**config.mk**
```make
export PLATFORM = sky130hd
export DESIGN_NAME = heartbeat_tone_seq
export DESIGN_NICKNAME = d
export VERILOG_FILES = /design/src/rtl/heartbeat_tone_seq.sv
export SDC_FILE = /design/constraint.sdc
export NUM_CORES = 1
export LEC_CHECK = 0
export CAP_MARGIN = 5
export CORE_MARGIN = 1.5
export CORE_UTILIZATION = 35
export CTS_BUF_LIST = sky130_fd_sc_hd__clkbuf_16
export CTS_CLUSTER_SIZE = 25
export DETAILED_ROUTE_END_ITERATION = 16
export HOLD_SLACK_MARGIN = 0.02
export RECOVER_POWER = 50
export SLEW_MARGIN = 25
export SYNTH_ARGS = -nofsm -noshare
export SYNTH_HDL_FRONTEND = slang
export SYNTH_SLANG_ARGS = --single-unit
```
**constraint.sdc**
```tcl
create_clock -name clk -period 2.7 [get_ports clk]
set_input_delay 0.405 -clock clk [delete_from_list [all_inputs] [get_ports clk]]
set_output_delay 0.405 -clock clk [all_outputs]
set_load 0.02 [all_outputs]
```
**src/rtl/heartbeat_tone_seq.sv**
```systemverilog
// Heartbeat "lub-dub" sequencer: on each accepted beat it drives the tone
// divider's period select through LUB tone, silent gap, DUB tone, then silence.
module heartbeat_tone_seq #(
  parameter int unsigned clk_freq = 12_000_000,
  parameter int unsigned LUB_MS   = 100,
  parameter int unsigned GAP_MS   = 80,
  parameter int unsigned DUB_MS   = 120,
  parameter logic [3:0]  LUB_CODE = 4'd2,
  parameter logic [3:0]  DUB_CODE = 4'd3
) (
  input  logic       clk,
  input  logic       rst_n,
  input  logic       enable,
  input  logic       beat,
  output logic [3:0] period,
  output logic       busy,
  output logic       done
);

  localparam int unsigned TICKS_PER_MS = clk_freq / 1000;
  localparam int unsigned MS_MAX_LG = (LUB_MS > GAP_MS) ? LUB_MS : GAP_MS;
  localparam int unsigned MS_MAX    = (MS_MAX_LG > DUB_MS) ? MS_MAX_LG : DUB_MS;
  localparam int unsigned PW = (TICKS_PER_MS > 1) ? $clog2(TICKS_PER_MS) : 1;
  localparam int unsigned MW = (MS_MAX > 1) ? $clog2(MS_MAX) : 1;

  if (clk_freq < 1000 || (clk_freq % 1000) != 0) begin : g_bad_clk_freq
    $error("heartbeat_tone_seq: clk_freq must be a nonzero multiple of 1000");
  end
  if (LUB_MS < 1 || GAP_MS < 1 || DUB_MS < 1) begin : g_bad_durations
    $error("heartbeat_tone_seq: LUB_MS, GAP_MS and DUB_MS must be >= 1");
  end
  if (LUB_CODE < 4'd1 || LUB_CODE > 4'd4 || DUB_CODE < 4'd1 || DUB_CODE > 4'd4)
  begin : g_bad_codes
    $error("heartbeat_tone_seq: LUB_CODE and DUB_CODE must be in 1..4");
  end

  typedef enum logic [1:0] {
    IDLE = 2'd0,
    LUB  = 2'd1,
    GAP  = 2'd2,
    DUB  = 2'd3
  } state_e;

  state_e          state_q, state_d;
  logic [PW-1:0]   presc_q, presc_d;
  logic [MW-1:0]   ms_q, ms_d;
  logic [3:0]      period_q, period_d;
  logic            busy_q, busy_d;
  logic            done_q, done_d;
  logic            ms_tick;
  logic            state_end;
  logic [MW-1:0]   ms_last;

  always_comb begin
    state_d   = state_q;
    presc_d   = presc_q;
    ms_d      = ms_q;
    done_d    = 1'b0;
    ms_last   = '0;
    ms_tick   = (presc_q == PW'(TICKS_PER_MS - 1));

    // Only the active state's duration is relevant to the terminal compare.
    case (state_q)
      LUB:     ms_last = MW'(LUB_MS - 1);
      GAP:     ms_last = MW'(GAP_MS - 1);
      DUB:     ms_last = MW'(DUB_MS - 1);
      default: ms_last = '0;
    endcase
    state_end = ms_tick && (ms_q == ms_last);

    case (state_q)
      IDLE: if (beat && enable) state_d = LUB;
      LUB: begin
        if (!enable)        state_d = IDLE;
        else if (state_end) state_d = GAP;
      end
      GAP: begin
        if (!enable)        state_d = IDLE;
        else if (state_end) state_d = DUB;
      end
      DUB: begin
        if (!enable) begin
          state_d = IDLE;
        end else if (state_end) begin
          state_d = IDLE;
          done_d  = 1'b1;
        end
      end
      default: state_d = IDLE;
    endcase

    // Counters restart on every state change so each state gets its full span.
    if (state_d != state_q || state_q == IDLE) begin
      presc_d = '0;
      ms_d    = '0;
    end else if (ms_tick) begin
      presc_d = '0;
      ms_d    = ms_q + 1'b1;
    end else begin
      presc_d = presc_q + 1'b1;
    end

    case (state_d)
      LUB:     period_d = LUB_CODE;
      DUB:     period_d = DUB_CODE;
      default: period_d = 4'd0;
    endcase
    busy_d = (state_d != IDLE);
  end

  always_ff @(posedge clk or negedge rst_n) begin
    if (!rst_n) begin
      state_q  <= IDLE;
      presc_q  <= '0;
      ms_q     <= '0;
      period_q <= 4'd0;
      busy_q   <= 1'b0;
      done_q   <= 1'b0;
    end else begin
      state_q  <= state_d;
      presc_q  <= presc_d;
      ms_q     <= ms_d;
      period_q <= period_d;
      busy_q   <= busy_d;
      done_q   <= done_d;
    end
  end

  assign period = period_q;
  assign busy   = busy_q;
  assign done   = done_q;

endmodule
```
# After elaboration in Yosys (flattened, before gate mapping)
# Index checks and enable logic that the tools add are counted.
[word_totals]
reg_bits = 29
in_bits = 4
output_inout_bits = 6
wordCells = 39
[op_classes]
n_addsub = 2
n_eq_ne = 8
mux = 17
reduce_logical = 6
[ops]
columns = ["cell", "n"]
rows = [
  ["two-way mux 14 bit", 2],
  ["case mux 7 bit (3 select lines)", 1],
  ["adder 14 x 1 -> 14 bit, second input constant", 1],
  ["== test 14 bit, second input constant", 1],
  ["two-way mux 2 bit", 7],
  ["two-way mux 7 bit", 2],
  ["case mux 2 bit (4 select lines)", 1],
  ["adder 7 x 1 -> 7 bit, second input constant", 1],
  ["== test 7 bit", 1],
  ["== test 2 bit, second input constant", 3],
  ["== test 2 x 1 -> 1 bit, second input constant", 2],
  ["case mux 2 bit (2 select lines)", 1],
  ["nonzero test 2 bit", 2],
  ["two-way mux 1 bit", 3],
  ["logical AND 1 bit", 2],
  ["logical NOT 2 bit", 1],
  ["inequality test 2 bit", 1],
  ["logical OR 1 bit", 1],
]

# Depth between registers and ports, before layout
[depth]
ltp_word = 10
mapped_depth = 6
depth_no_buf = 6

# Worst setup path after synthesis
# Ideal clock, no wire load.
[synth_timing]
path_type = "flip-flop to flip-flop"
from = "register presc_q[0]"
to = "register ms_q[0]"
setup_time_ns = 0.128
t_arrival_ns = 1.902
t_required_ns = 2.572
slack_ns = 0.670
path_stages_with_launch = 7
n_path_buf = 0
period_less_slack_ns = 2.030
path_cell_list = "dfrtp_1 > ha_1 > nand4_1 > nor4_4 > o2111ai_1 > nand3_1 > nor2_1"
[synth_between]
elab_chain_cells = 8
word_cells_on_any_way = 13
cone_classes = "eq/ne: 2; mux: 8; reduce/logical: 3"
[synth_lines]
columns = ["element", "line_no", "text"]
rows = [
  ["start: declaration", "45", "logic [PW-1:0] presc_q, presc_d;"],
  ["start signal: assignment", "121", "presc_q <= presc_d;"],
  ["== test 14 bit (*)", "60", "ms_tick = (presc_q == PW'(TICKS_PER_MS - 1));"],
  ["logical AND 1 bit", "69", "state_end = ms_tick && (ms_q == ms_last);"],
  ["two-way mux 2 bit (on tied branches)", "84, 75, 79", ""],
  ["two-way mux 2 bit (on tied branches)", "82, 74, 78", ""],
  ["case mux 2 bit (4 select lines)", "71", "case (state_q)"],
  ["inequality test 2 bit", "93", "if (state_d != state_q || state_q == IDLE) begin"],
  ["logical OR 1 bit", "93", ""],
  ["two-way mux 7 bit or nonzero test 2 bit (tied branches)", "n/a", ""],
  ["end signal: assignment", "122", "ms_q <= ms_d;"],
  ["end: declaration", "46", "logic [MW-1:0] ms_q, ms_d;"],
]
# Mark *: on every way between the ends. The rest lies on a longest branch, timed or not.
# A chain may end at the register's enable or synchronous reset.

# Worst setup path after layout
[layout_timing]
from = "register presc_q[0]"
to = "register ms_q[1]"
# The elaborated chain is that of the path after synthesis.

==> flow_metrics.env <==
export IMPL_outcome="complete, no violations"
export IMPL_yosys_warnings=0
export IMPL_cts_max_path_buffers=2
export IMPL_port_buffers=7
export IMPL_holdWs_ns=0.497
export IMPL_relSlewSlack=0.0482
export IMPL_synth_edf_count=0
export IMPL_grt_pass1_vias=991
export IMPL_core_area_um2=3740
export IMPL_tritoncts="yes"
export IMPL_htreeDepth=1
export IMPL_vias_per_cell=5.01
export IMPL_start_kind="register"
export IMPL_drv_slew=0
export IMPL_critPathArrivalTime_ns=2.51
export IMPL_power_density_nw_per_um2=500
export IMPL_synth_top_area_frac=0.485
export IMPL_synth_area_leaders="dfrtp_1 49%, nor2_1 7.3%, xor2_1 6.9%"
export IMPL_drt_pass1_iterations=4
export IMPL_rsz0062_at_grt="no"
export IMPL_layout_drive_gt1_share=0.0600
export IMPL_max_freq_mhz=421
export IMPL_cts_sinks=27
export IMPL_io_pins=10
export IMPL_syn_to_final_growth_pct=13.3
export IMPL_setup_viol=0
export IMPL_wl_per_cell_um=12.8
export IMPL_worst_setup_path_type="reg2reg"
export IMPL_yosys_area_top_type="dfrtp_1"
export IMPL_synth_avg_cell_area_um2=9.74
export IMPL_ctsHoldBuffers=0
export IMPL_post_route_period_util=0.879
export IMPL_antenna_found_initial=0
export IMPL_tightest_slew_ns=1.43
export IMPL_instances_no_fill=198
export IMPL_placed_area_um2=1500
export IMPL_dieArea_um2=4370
export IMPL_cts_setup_buffers=0
export IMPL_design_area_um2=1580
export IMPL_min_path_type="reg2reg"
export IMPL_globalRouteOverflowTotal=0
export IMPL_syn_cell_area_um2=1390
export IMPL_grt_max_degree=28
export IMPL_async_flop_share=1.00
export IMPL_synthFlopType="dfrtp_1"
export IMPL_cts_resized=0
export IMPL_ys_seq_elements=27
export IMPL_finalHoldViolCount=0
export IMPL_clock_root_buffer="clkbuf_16"
export IMPL_clock_skew_final_ns=0.00151
export IMPL_period_needed_ns=2.37
export IMPL_cp_required_ns=2.84
export IMPL_start_util=0.372
export IMPL_seq_area_frac_synth=0.485
export IMPL_cts_made_buffers=3
export IMPL_dp_cells=194
export IMPL_track_usage=0.133
export IMPL_die_h_um=66.1
export IMPL_clk_pin_slew_ns=0.06
export IMPL_netlist_top_cells_count="27 x dfrtp_1, 27 x nor2_1, 11 x nand3_1, 11 x xor2_1, 8 x xnor2_1"
export IMPL_endpoint_kind="register"
export IMPL_insertion_delay_ns=0.26
export IMPL_drc=0
export IMPL_fill_cells=376
export IMPL_dr_first_iter_drc_count=30
export IMPL_fin_tns_setup_ns=0
export IMPL_synth_cell_types=33
export IMPL_nets=157
export IMPL_grt_pass1_wl_um=4370
export IMPL_leakagePower_nw=0.678
export IMPL_vdd_drop_max_mv=0.225
export IMPL_place_hpwl_um=1830
export IMPL_routed_via_count=991
export IMPL_core_rowCount=22
export IMPL_synth_cells=143
export IMPL_finalWirelength_um=2540
export IMPL_final_antenna_net_count=0
export IMPL_path_max_fanout=10
export IMPL_die_w_um=66.1
export IMPL_drv_cap=0
export IMPL_globalplace_congestion=0.816
export IMPL_antenna_cells=0
cells by family (layout without fill, tap and decap cells):
kind of cell             after synthesis  after routing  synth area share
buffers and inverters                  9             15            0.0305
other                                  1              2           0.00269
multiplexers                           3              3            0.0216
AND/OR/NAND/NOR                       72             72             0.278
AO/OA/AOI/OAI                         10             10            0.0449
XOR/XNOR                              19             19             0.119
flip-flops                            27             27             0.485
adder cells (fa/ha/maj)                2              2            0.0180
final timing paths:
kind                                 startpoint                   end  slack [ns]  depth (start not counted)
setup reg to reg           presc_q[0]$_DFF_PN0_   ms_q[1]$_DFFE_PN0P_        0.33                          6
setup / recovery           presc_q[0]$_DFF_PN0_   ms_q[1]$_DFFE_PN0P_        0.33                          6
min in group asynchronous                 rst_n  presc_q[7]$_DFF_PN0_        1.00                          2
hold / removal             presc_q[0]$_DFF_PN0_  presc_q[0]$_DFF_PN0_        0.50                          1
hold reg to reg            presc_q[0]$_DFF_PN0_  presc_q[0]$_DFF_PN0_        0.50                          1
max in group asynchronous                 rst_n   ms_q[2]$_DFFE_PN0P_        0.86                          2
per-layer routing:
layer | share of wire | track usage | routed length [um]
met4 | 0.021 | 0.0612 | 54
met3 | 0.025 | 0.0256 | 64
met2 | 0.50 | 0.223 | 1270
met5 | 0 | 0 | 0
met1 | 0.46 | 0.163 | 1160
per-stage QoR:
step / setup slack, ns / total power [mW] / util
floorplan: 0.670 / 0.447 / -
global route: 0.115 / 0.820 / 0.421
detailed placement: 0.296 / 0.468 / 0.401
CTS: 0.283 / 0.800 / 0.422
finish: 0.327 / 0.789 / 0.421
global placement: 0.467 / 0.467 / 0.401
where the power goes:
| group | internal [mW] | switching [mW] | total (mW) |
|---|---|---|---|
| registers | 0.409 | 0.00529 | 0.414 |
| clock network | 0.198 | 0.133 | 0.331 |
| logic | 0.0153 | 0.0287 | 0.0440 |
critical path, stage by stage, from the launching register on:
cell	delay [ns]
dfrtp_1	0.39
ha_1	0.22
nand4_1	0.26
nor4_4	0.65
o2111ai_1	0.31
nand3_1	0.33
nor2_1	0.09
area by class of cell:
type	count	area (um^2)	area share
clock buffers	3	75.1	0.0476
clock inverters	1	3.75	0.00238
multi-input cells	108	678	0.430
well taps	48	60.1	0.0381
inverters	3	11.3	0.00714
repair buffers	8	73.8	0.0468
flip-flops and latches	27	676	0.428
sequential cells by signal (all words and copies together) (netlist names):
signal   flops
presc_q     14
ms_q         7
period       2
state_q      2
busy         1
done         1
cells in the final DEF, fill, tap and decap left out, types with 2 or more instances in the layout:
cell,synthesis,final
and3_1,3,3
nand3b_1,2,2
nor3_1,2,2
dlygate4sd3_1,0,3
a21boi_0,2,2
nand3_1,11,11
nor2b_1,2,2
dfrtp_1,27,27
or2_2,2,2
clkbuf_16,0,3
mux2i_1,3,3
xnor2_1,8,8
nand4_1,6,6
ha_1,2,2
conb_1,1,2
nor2_1,27,27
xor2_1,11,11
a21oi_1,4,4
or3_1,3,3
clkdlybuf4s50_1,0,4
inv_1,3,4
nand2_1,7,7
No activity file was read; power rests on OpenSTA's default activity.
